--- config.mk ---
export PLATFORM = sky130hd
export DESIGN_NAME = pdu_runctl
export DESIGN_NICKNAME = d
export VERILOG_FILES = /design/src/rtl/pdu_pkg.sv /design/src/rtl/pdu_brk_match.sv /design/src/rtl/pdu_runctl.sv
export SDC_FILE = /design/constraint.sdc
export NUM_CORES = 1
export LEC_CHECK = 0
export BUFFER_PORTS_ARGS = -buffer_cell sky130_fd_sc_hd__buf_2
export CORE_MARGIN = 4
export CORE_UTILIZATION = 58
export DETAILED_ROUTE_END_ITERATION = 12
export MAX_ROUTING_LAYER = met4
export PLACE_DENSITY_LB_ADDON = 0.12
export RECOVER_POWER = 25
export REMOVE_ABC_BUFFERS = 1
export SLEW_MARGIN = 30
export SYNTH_ARGS = -nofsm -noshare
export SYNTH_HDL_FRONTEND = slang
export SYNTH_SLANG_ARGS = --single-unit
export TNS_END_PERCENT = 1
--- constraint.sdc ---
create_clock -name clk -period 7.22 [get_ports clk]
set_input_delay 0.361 -clock clk [delete_from_list [all_inputs] [get_ports clk]]
set_output_delay 0.361 -clock clk [all_outputs]
set_load 0.01 [all_outputs]
--- src/rtl/pdu_pkg.sv ---
// pdu_pkg -- shared definitions for the PDU run-control slice.
//   state_t       : run-control FSM state encoding
//   *_DEF         : default values of the pdu_runctl parameters
//   idx_w()       : width of an index into an n-entry table (minimum 1)
package pdu_pkg;

  typedef enum logic [1:0] {
    ST_STOP = 2'b00,
    ST_STEP = 2'b01,
    ST_RUN  = 2'b10
  } state_t;

  localparam int NBRK_DEF  = 4;
  localparam int AW_DEF    = 32;
  localparam int STEPW_DEF = 16;
  localparam int CNTW_DEF  = 32;

  function automatic int idx_w(input int n);
    return (n > 1) ? $clog2(n) : 1;
  endfunction

endpackage

--- src/rtl/pdu_brk_match.sv ---
// pdu_brk_match -- NBRK parallel breakpoint comparators with a
// lowest-index priority encoder.
//   pc        : current CPU PC
//   brk_addr  : breakpoint addresses, one per entry
//   brk_en    : breakpoint enables, one per entry
//   any_match : some enabled entry equals pc
//   match_idx : lowest matching entry index (0 when none match)
module pdu_brk_match
  import pdu_pkg::*;
#(
  parameter int NBRK = NBRK_DEF,
  parameter int AW   = AW_DEF
) (
  input  logic [AW-1:0]              pc,
  input  logic [NBRK-1:0][AW-1:0]    brk_addr,
  input  logic [NBRK-1:0]            brk_en,
  output logic                       any_match,
  output logic [idx_w(NBRK)-1:0]     match_idx
);

  localparam int IW = idx_w(NBRK);

  always_comb begin
    // NOTE: every combinational output gets a default before any branch,
    // so no path leaves it holding a value and no latch is inferred.
    any_match = 1'b0;
    match_idx = '0;
    // Scan downwards so the lowest matching index is the last one written.
    for (int i = NBRK - 1; i >= 0; i--) begin
      if (brk_en[i] && (brk_addr[i] == pc)) begin
        any_match = 1'b1;
        match_idx = i[IW-1:0];
      end
    end
  end

endmodule

--- src/rtl/pdu_runctl.sv ---
// pdu_runctl -- PDU run control: stop / single-step burst / free run with
// hardware breakpoints and an executed-cycle counter.
//   clk, rst                  : clock, asynchronous active-high reset
//   step_p, cont_p, halt_p    : single-cycle button pulses
//   step_n                    : instruction count for a step burst (0 acts as 1)
//   pc                        : CPU's current PC
//   brk_we/brk_sel/brk_din/brk_en_din : breakpoint table write port (STOP only)
//   clr_cnt                   : synchronous clear of cyc_cnt
//   cpu_en                    : CPU clock enable
//   stop                      : high while stopped
//   hit_vld, hit_idx          : last stop was a breakpoint hit, and which entry
//   cyc_cnt                   : number of cycles with cpu_en high (wrapping)
module pdu_runctl
  import pdu_pkg::*;
#(
  parameter int NBRK  = NBRK_DEF,
  parameter int AW    = AW_DEF,
  parameter int STEPW = STEPW_DEF,
  parameter int CNTW  = CNTW_DEF
) (
  input  logic                     clk,
  input  logic                     rst,
  input  logic                     step_p,
  input  logic                     cont_p,
  input  logic                     halt_p,
  input  logic [STEPW-1:0]         step_n,
  input  logic [AW-1:0]            pc,
  input  logic                     brk_we,
  input  logic [idx_w(NBRK)-1:0]   brk_sel,
  input  logic [AW-1:0]            brk_din,
  input  logic                     brk_en_din,
  input  logic                     clr_cnt,
  output logic                     cpu_en,
  output logic                     stop,
  output logic                     hit_vld,
  output logic [idx_w(NBRK)-1:0]   hit_idx,
  output logic [CNTW-1:0]          cyc_cnt
);

  localparam int SELW = idx_w(NBRK);

  state_t                  state;
  logic [STEPW-1:0]        rem;
  logic                    first_r;
  logic [NBRK-1:0][AW-1:0] brk_addr;
  logic [NBRK-1:0]         brk_en;
  logic                    any_match;
  logic [SELW-1:0]         match_idx;
  logic                    hit;

  pdu_brk_match #(
    .NBRK (NBRK),
    .AW   (AW)
  ) u_match (
    .pc        (pc),
    .brk_addr  (brk_addr),
    .brk_en    (brk_en),
    .any_match (any_match),
    .match_idx (match_idx)
  );

  // The first RUN cycle is exempt so a resume from a breakpoint PC advances.
  assign hit  = any_match & ~first_r;
  assign stop = (state == ST_STOP);

  // Combinational so a breakpoint or halt stops the CPU in the very cycle
  // it is seen; reset forces STOP asynchronously, which drops cpu_en at once.
  always_comb begin
    cpu_en = 1'b0;
    case (state)
      ST_STEP: cpu_en = 1'b1;
      ST_RUN:  cpu_en = ~(hit | halt_p);
      default: cpu_en = 1'b0;
    endcase
  end

  always_ff @(posedge clk or posedge rst) begin
    if (rst) begin
      state   <= ST_STOP;
      rem     <= '0;
      first_r <= 1'b0;
      hit_vld <= 1'b0;
      hit_idx <= '0;
    end else begin
      // NOTE: sequential state uses non-blocking assignments so every
      // register samples the pre-edge values, independent of statement order.
      case (state)
        ST_STOP: begin
          if (step_p) begin
            state   <= ST_STEP;
            rem     <= (step_n == '0) ? STEPW'(1) : step_n;
            hit_vld <= 1'b0;
          end else if (cont_p) begin
            state   <= ST_RUN;
            first_r <= 1'b1;
            hit_vld <= 1'b0;
          end
        end
        ST_STEP: begin
          if (halt_p) begin
            state <= ST_STOP;
            rem   <= '0;
          end else begin
            rem <= rem - STEPW'(1);
            if (rem == STEPW'(1)) state <= ST_STOP;
          end
        end
        ST_RUN: begin
          first_r <= 1'b0;
          if (hit || halt_p) begin
            state   <= ST_STOP;
            hit_vld <= hit;
            if (hit) hit_idx <= match_idx;
          end
        end
        default: state <= ST_STOP;
      endcase
    end
  end

  // Breakpoint table: writable only while stopped; out-of-range selects
  // decode to no entry and are dropped.
  always_ff @(posedge clk or posedge rst) begin
    if (rst) begin
      // NOTE: the table is reset explicitly -- a stale enabled entry after
      // reset would stop the CPU at an arbitrary PC.
      brk_addr <= '0;
      brk_en   <= '0;
    end else if (brk_we && (state == ST_STOP)) begin
      for (int i = 0; i < NBRK; i++) begin
        if (brk_sel == SELW'(i)) begin
          brk_addr[i] <= brk_din;
          brk_en[i]   <= brk_en_din;
        end
      end
    end
  end

  always_ff @(posedge clk or posedge rst) begin
    if (rst)          cyc_cnt <= '0;
    else if (clr_cnt) cyc_cnt <= '0;
    else if (cpu_en)  cyc_cnt <= cyc_cnt + CNTW'(1);
  end

endmodule

[Word level (Yosys, flattened, before mapping)]
Cells that the tools add are included.
Word-level totals
  register bits: 186
  latch bits: 0
  bits in writable memories: 0
  bits in read-only memories: 0
  bits of input ports: 90
  logic and storage cells: 85
  memories kept: 0
Cells by class
  add/sub/neg operators: 2
  multipliers: 0
  divide/modulo/power cells: 0
  order comparisons: 0
  equality and inequality tests: 16
  shifts and indexed selects: 0
  mux-type cells: 28
  bitwise logic cells: 4
  reduce and logical (&&, ||, !) cells: 21
Operators by type and width (number)
  $eq 32x32->1: 4
  $mux 32: 2
  $mux 16: 3
  $add 32x1->32 const B: 1
  $pmux 16 s2: 1
  $mux 2: 9
  $eq 16x1->1 const B: 1
  $logic_not 16->1: 1
  $sub 16x1->16 const B: 1
  $reduce_and 3->1: 4
  $reduce_and 2->1: 5
  $mux 1: 9
  $ne 2x2->1 const B: 4
  $eq 2x2->1 const B: 3
  $ne 3x3->1 const B: 2
  $pmux 1 s2: 3
  $pmux 2 s3: 1
  $reduce_bool 2->1: 3
  $logic_and 1x1->1: 5
  $eq 2x1->1 const B: 2
  $logic_not 2->1: 2
  $not 1->1: 2
  $and 1x1->1: 1
  $logic_or 1x1->1: 1
  $or 1x1->1: 1

[Logic depth before layout (Yosys ltp)]
Gate-level depths: netlist (run 1).
  depth in word-level cells: 12
  mapped depth: 10
  gate-level depth less buffers: 8

[By module]
From an unflattened synthesis (run 1), not the netlist that was laid out.
Unflattened totals
  cells, all modules: 806
  area total of the unflattened synthesis: 9432.8 µm²
By module, submodules not included
  pdu_runctl: instances 1, cells each 622, area each 7968.9 µm², sequential area each 4654.5 µm²
  pdu_brk_match: instances 1, cells each 184, area each 1463.9 µm², sequential area each 0.0 µm²

[Worst setup path after synthesis (run 1)]
Ideal clock, no wire load.
  path kind: register to output
  from: register brk_addr[108] (netlist bit)
  to: output cpu_en
  data arrival time: 1.940 ns
  path slack: 4.919 ns
  stages on the path, launching flop included: 10
  cell sequence: dfrtp_1 -> xor2_1 -> nor4_1 -> nand4_1 -> or3_1 -> nand4_4 -> o21a_2 -> buf_4 -> buf_6 -> inv_1
On the way
  cells in the longest elaborated chain, start to end: 10
Ends and longest elaborated chain
  start, declared: RTL line pdu_runctl.sv:45  | logic [NBRK-1:0][AW-1:0] brk_addr;
  start signal, assigned by index: RTL line pdu_runctl.sv:132  | brk_addr[i] <= brk_din;
  $eq 32x32->1: RTL line pdu_brk_match.sv:30  | if (brk_en[i] && (brk_addr[i] == pc)) begin
  $logic_and 1x1->1: RTL line pdu_brk_match.sv:30
  $mux 1 (4 in series): RTL line pdu_brk_match.sv:30
  $and 1x1->1: RTL line pdu_runctl.sv:63  | assign hit = any_match & ~first_r;
  $or 1x1->1: RTL line pdu_runctl.sv:72  | ST_RUN: cpu_en = ~(hit | halt_p);
  $not 1->1: RTL line pdu_runctl.sv:72
  $pmux 1 s2: RTL line pdu_runctl.sv:70  | case (state)
  end, declared: RTL line pdu_runctl.sv:33  | output logic cpu_en,
No other way between the ends.

==> flow_summary_export.csv, run 1 <==
group,metric,value,unit
timing,period_needed,3.95,ns
cts,clk_latency,0.43,ns
cts,holdBufCountCts,0,
synthesis,ys_top_cells_by_area,"dfrtp_1 50%, mux2_2 16%, xor2_1 9.1%",
place,gp_congestion,0.898,
cts,path_clk_slew,0.06,ns
place,portBuffers,126,
timing,hold-worst-slack,0.201,ns
route,drcViolationCount,0,
cts,cts_tree,"yes",
timing,rsz0062_at_grt,"false",
synthesis,yosys-top-cells-count,"186 x dfrtp_1, 135 x mux2_2, 98 x xor2_1",
synthesis,async_flop_share,100,%
floorplan,pin_count,127,
cts,cts_buffer_depth,2,
floorplan,die_h,135,um
floorplan,start_util,59.1,%
place,dp_hpwl,16000,um
floorplan,num_rows,46,
route,avgViaCountPerCell,5.93,
global_routing,grt_overflow_total,0,
synthesis,synth_most_common_cell,"dfrtp_1",
route,wl_met1,9240,um
final_layout,fillers,1232,
synthesis,synth.top_cell.area_share,49.6,%
route,highest_layer,"met4",
setup_path,cp_top_family,"buffers and inverters",
outcome,violations,"max-capacitance violations, max-slew violations",
setup_path,path_cells,"clkbuf_1 -> clkinvlp_2 -> buf_4",
cts,cts-root-buf,"clkbuf_16",
route,firstDrtPassIters,6,
outcome,status,"complete, but fails checks",
cts,cts.sinks,186,
global_routing,track_usage,25.7,%
synthesis,postSynthAreaPerCell,11.6,um^2
final_layout,antennaDiodeCount,0,
synthesis,synth-seq-cells,186,
route,totalWireLength,22200,um
cts,h-tree-depth,4,
setup_path,path_class,"in2async",
final_layout,drive_above_1_share,32.6,%
synthesis,yosysSeqAreaShare,49.6,%
synthesis,synth_top_cell_by_area,"dfrtp_1",
global_routing,grt_pass1_vias,6960,
synthesis,yosysUniqueCellTypes,49,
timing,max_freq,0.253,GHz
job,maxCapViolCount,1,
floorplan,core-area,15900,um^2
power_and_ir_drop,p_per_area,359,nW/um^2
floorplan,dieWidth,135,um
timing,worstMarginPinSlew,5.13,ns
route,drtIter0Drc,506,
cts,post_cts_resized,0,
timing,max_slew_margin,-244,%
route,dr_wl_met3,1140,um
cts,cts_setup_buffers,0,
timing,period_share,54.7,%
global_routing,antenna_found_initial,0,
worst_hold_path,hold_path.class,"in2reg",
synthesis,yosysWarningCount,0,
synthesis,syn_area,9390,um^2
route,vias,6863,
synthesis,synth_flop_cell,"dfrtp_1",
synthesis,synth_edf_count,0,
floorplan,die-area,18300,um^2
timing,setup_violations,0,
setup_path,startpoint_type,"input port",
power_and_ir_drop,total_leakage_power,4.77,nW
setup_path,cp_max_fo,119,
global_routing,grt_max_degree,120,
final_layout,final_nets,1030,
setup_path,worst_setup_path_end_kind,"asynchronous set/reset pin",
synthesis,synthCells,813,
setup_path,worstPathArrival,4.40,ns
place,placed_cell_area,10200,um^2
global_routing,grt_pass1_wl,35700,um
timing,final_hold_viol_count,0,
route,wire_per_inst,19.2,um
final_layout,areaGrowthSynthToFinish,14.6,%
setup_path,slowest_stage,"clkinvlp_2",
route,wl_met2,11400,um
timing,drv_slew,120,
setup_path,max_stage_delay,2.87,ns
setup_path,path_buf_inv,3,
timing,finalSetupTns,0,ns
cts,cts_buffers,17,
route,ant_nets,0,
power_and_ir_drop,max-vdd-ir-drop,0.000191,V
setup_path,worstPathRequired,7.66,ns
final_layout,final_area,10800,um^2
timing,skew,0.0200,ns
metrics by stage:
| stage | cells | worst slack, ns | total power [W] | util [%] |
|---|---|---|---|---|
| after floorplan | 784 | 1.80 | 0.00260 | - |
| after global placement | 1131 | 4.25 | 0.00290 | 64.3 |
| final | 1157 | 3.27 | 0.00386 | 67.8 |
| after CTS | 1157 | 3.92 | 0.00388 | 67.8 |
| after detailed placement | 1131 | 4.22 | 0.00298 | 64.3 |
| after global routing | 1157 | 2.38 | 0.00409 | 67.8 |
layer usage:
metal / up-vias / track usage, %
met4: 0 / 8.23
met5: - / -
met2: 232 / 43.0
li1: 3160 / -
met1: 3438 / 32.2
met3: 33 / 4.05
cell families after synthesis:
family                     Yosys count  synth area share, %
muxes                              139                 16.7
xor gates and xnor gates           129                 12.0
AOI/OAI and AO/OA                  130                 8.31
buffers and inverters               52                 2.24
adders and majority gates            6                0.799
and+or+nand+nor                    171                 10.4
DFF                                186                 49.6
state kept, by name (all words and copies together), names as in the netlist:
register and count:
state 2, brk_en 4, brk_addr 128, rem 16, first_r 1, cyc_cnt 32, hit_vld 1, hit_idx 2
area by class of cell:
cell class,count,area [um^2],share of cell area [%]
timing repair buffer,131,667,6.20
sequential,186,4650,43.2
tap,216,270,2.51
clock buffer,22,474,4.41
clock inverter,4,70.1,0.651
inverter,23,87.6,0.814
multi-input combinational,575,4540,42.2
cell usage in the layout (no fill, tap or decap), drive strengths merged, types with 4 or more instances in the layout:
| master | count |
|---|---|
| o21ai | 43 |
| nand2 | 19 |
| a32oi | 4 |
| xnor2 | 31 |
| a31o | 6 |
| nor4 | 28 |
| inv | 21 |
| dfrtp | 186 |
| xor2 | 98 |
| clkbuf | 23 |
| a21oi | 42 |
| nor2b | 7 |
| nand3 | 19 |
| ha | 6 |
| nand2b | 7 |
| or3 | 12 |
| nand4 | 19 |
| a22oi | 10 |
| nor2 | 23 |
| nor3 | 14 |
| buf | 130 |
| or4 | 10 |
| and3 | 8 |
| o31ai | 11 |
| mux2 | 136 |
power by group:
part | internal, W | switching (W) | total (W)
clock | 0.000525 | 0.000364 | 0.000888
combinational | 0.000612 | 0.000591 | 0.00120
sequential | 0.00147 | 0.000296 | 0.00177
worst reg2reg max path, delay by kind of cell, from the launching register on:
kind / cells / cell delay (ns)
simple gates: 5 / 1.52
compound gates: 1 / 0.42
flops: 1 / 0.39
mux: 1 / 0.33
xor+xnor: 1 / 0.17
worst paths after layout:
| check | cells past startpoint | startpoint | slack, ns | endpoint |
|---|---|---|---|---|
| worst max-delay path | 3 | rst | 3.27 | brk_addr[15] |
| worst min-delay path | 2 | brk_din[14] | 0.20 | brk_addr[110] |
| worst max register to register | 8 | brk_addr[47] | 4.29 | cyc_cnt[10] |
| worst min register to register | 1 | brk_en[1] | 0.51 | brk_en[1] |
| max in group clk | 8 | brk_addr[47] | 3.94 | cpu_en |
| min in group asynchronous | 2 | rst | 1.52 | rem[3] |
(Power assumes the default switching activity.)
==> run 2, diff against run 1 <==
--- a/config.mk
+++ b/config.mk
@@ -5,9 +5,10 @@
 export SDC_FILE = /design/constraint.sdc
 export NUM_CORES = 1
 export LEC_CHECK = 0
+export ABC_AREA = 1
 export BUFFER_PORTS_ARGS = -buffer_cell sky130_fd_sc_hd__buf_2
 export CORE_MARGIN = 4
-export CORE_UTILIZATION = 58
+export CORE_UTILIZATION = 53
 export DETAILED_ROUTE_END_ITERATION = 12
 export MAX_ROUTING_LAYER = met4
 export PLACE_DENSITY_LB_ADDON = 0.12
==> constraint.sdc (replaced) <==
create_clock -name clk -period 3.3 [get_ports clk]
set_input_delay 0.165 -clock clk [delete_from_list [all_inputs] [get_ports clk]]
set_output_delay 0.165 -clock clk [all_outputs]
set_load 0.01 [all_outputs]
==> flow_summary_export.csv, run 2 <==
group,metric,value,unit
synthesis,ys_top_cells_by_area,"dfrtp_1 45%, nand2_1 18%, o21ai_0 8.4%",
global_routing,track_usage,26.7,%
job,maxCapViolCount,0,
floorplan,start_util,53.7,%
cts,cts_buffer_depth,2,
timing,max_freq,0.380,GHz
route,wire_per_inst,14.9,um
power_and_ir_drop,power,0.00887,W
setup_path,path_class,"reg2out",
synthesis,synthCells,1461,
floorplan,core-area,19400,um^2
worst_hold_path,hold_path.class,"in2reg",
cts,path_clk_slew,0.08,ns
place,dp_cells,1818,
synthesis,synth_most_common_cell,"nand2_1",
floorplan,pin_count,127,
timing,final_hold_viol_count,0,
timing,rsz0062_at_grt,"false",
route,firstDrtPassIters,5,
final_layout,regMostFlops,"brk_addr",
final_layout,largestRegisters,"brk_addr x128, cyc_cnt x32, rem x16",
synthesis,synth.top_cell.area_share,44.7,%
final_layout,drive_above_1_share,12.8,%
setup_path,worstPathRequired,3.13,ns
floorplan,num_rows,51,
timing,skew,0.0159,ns
setup_path,worstPathArrival,2.47,ns
cts,clk_latency,0.45,ns
global_routing,grt_pass1_wl,45700,um
cts,cts-root-buf,"clkbuf_16",
route,totalWireLength,27900,um
cts,post_cts_resized,0,
global_routing,grt_max_degree,115,
timing,finalSetupTns,0,ns
power_and_ir_drop,max-vdd-ir-drop,0.000376,V
final_layout,areaGrowthSynthToFinish,16.5,%
synthesis,syn_area,10400,um^2
final_layout,final_nets,1696,
floorplan,die_h,148,um
route,drcViolationCount,0,
route,drtIter0Drc,771,
route,ant_nets,0,
synthesis,synth-seq-cells,186,
final_layout,final_area,12100,um^2
final_layout,mostFrequentLayoutCells,"486 x nand2_1, 194 x inv_1, 186 x dfrtp_1",
synthesis,yosysUniqueCellTypes,48,
synthesis,synth_edf_count,0,
synthesis,postSynthAreaPerCell,7.13,um^2
cts,holdBufCountCts,28,
floorplan,dieWidth,148,um
power_and_ir_drop,p_per_area,731,nW/um^2
place,gp_congestion,0.951,
power_and_ir_drop,total_leakage_power,6.46,nW
timing,worstMarginPinSlew,0.837,ns
final_layout,largest_register_ffs,128,
final_layout,layout.cells.non_filler,1879,
place,pre_cts_ws,0.913,ns
global_routing,antenna_found_initial,1,
cts,cts_buffers,17,
timing,timing.final.ws_setup,0.667,ns
synthesis,yosysWarningCount,0,
route,vias,9541,
timing,setup_violations,0,
cts,cts_tree,"yes",
place,dp_hpwl,19800,um
synthesis,yosys-top-cells-count,"486 x nand2_1, 195 x inv_1, 186 x dfrtp_1",
timing,drv_slew,0,
cts,cts_setup_buffers,0,
route,avgViaCountPerCell,5.08,
synthesis,synth_flop_cell,"dfrtp_1",
setup_path,worst_setup_path_end_kind,"primary output",
place,portBuffers,126,
timing,period_needed,2.63,ns
global_routing,grt_overflow_total,0,
synthesis,yosysSeqAreaShare,44.7,%
floorplan,die-area,22000,um^2
timing,period_share,79.8,%
synthesis,synth_top_cell_by_area,"dfrtp_1",
synthesis,async_flop_share,100,%
final_layout,final_common_cell,"nand2_1",
timing,max_slew_margin,44.2,%
outcome,status,"finished, final reports clean",
cts,h-tree-depth,4,
cts,cts.sinks,186,
place,placed_cell_area,11300,um^2
setup_path,cp_max_fo,34,
setup_path,startpoint_type,"flop",
global_routing,grt_pass1_vias,8984,
-- run 2: changes by cell type after synthesis, moves of 16 or more --
| cell | previous run | this run |
|---|---|---|
| a21oi_1 | 42 | 22 |
| clkbuf_1 | 18 | 34 |
| inv_1 | 22 | 195 |
| mux2_2 | 135 | 0 |
| nand2_1 | 19 | 486 |
| nand3_1 | 19 | 66 |
| nor2_1 | 23 | 128 |
| nor4_1 | 28 | 6 |
| o21ai_0 | 42 | 174 |
| xor2_1 | 98 | 25 |
-- run 2: worst paths after layout --
path	slack, ns	end	cells past startpoint	startpoint
worst max-delay path	0.67	cpu_en	12	brk_addr[57]
worst min-delay path	0.009	brk_addr[110]	3	brk_din[14]
worst max register to register	0.90	cyc_cnt[2]	15	brk_addr[65]
worst min register to register	0.49	hit_vld	2	hit_vld
max in group asynchronous	1.95	brk_addr[24]	4	rst
min in group asynchronous	0.43	cyc_cnt[8]	3	rst
-- run 2: critical path: stages (launching register included) --
cell	delay, ns
dfrtp_1	0.39
xor2_1	0.18
nor3_1	0.25
nand3_1	0.21
nor2_2	0.19
nor2_2	0.07
nand2_1	0.07
nand2_1	0.08
nand2_2	0.08
nand2_4	0.08
nand2_8	0.22
inv_1	0.06
buf_2	0.14
-- run 2: logic make-up (layout without fill, tap and decap cells) --
| group | Yosys count | in the layout | share of synthesized area (%) |
|---|---|---|---|
| XOR/XNOR | 44 | 44 | 3.70 |
| AO/OA/AOI/OAI | 233 | 233 | 11.9 |
| buffers and inverters | 254 | 406 | 9.55 |
| flip-flops | 186 | 186 | 44.7 |
| AND/OR/NAND/NOR | 738 | 738 | 29.5 |
| adder cells (fa/ha/maj) | 6 | 6 | 0.721 |
| other | 0 | 1 | 0 |
-- run 2: routing by layer --
layer / wire length [um] / global-route usage [%]
met1: 12900 / 37.5
met3: 1800 / 4.69
met5: 0 / -
met2: 12700 / 40.3
met4: 521 / 7.34
-- run 2: cell type report --
class,count,area (um^2)
tap,265,332
timing repair buffer,164,997
multi-input combinational,1021,4790
fill,1861,7260
clock buffer,18,429
inverter,210,796
sequential,186,4650
clock inverter,14,138
antenna,1,2.50
-- run 2: through the flow --
stage	utilization, %	hold WS [ns]
global placement	58.2	0.385
finish	62.6	0.00850
CTS	62.6	0.000406
detailed placement	58.2	0.385
global route	62.6	0.0160
floorplan	-	0.228
-- run 2: report_power, final --
group	switching, W	leakage [nW]	internal, W	total, W
sequential	0.000721	2.33	0.00322	0.00394
combinational	0.00178	3.85	0.00112	0.00290
clock	0.000972	0.272	0.00106	0.00203
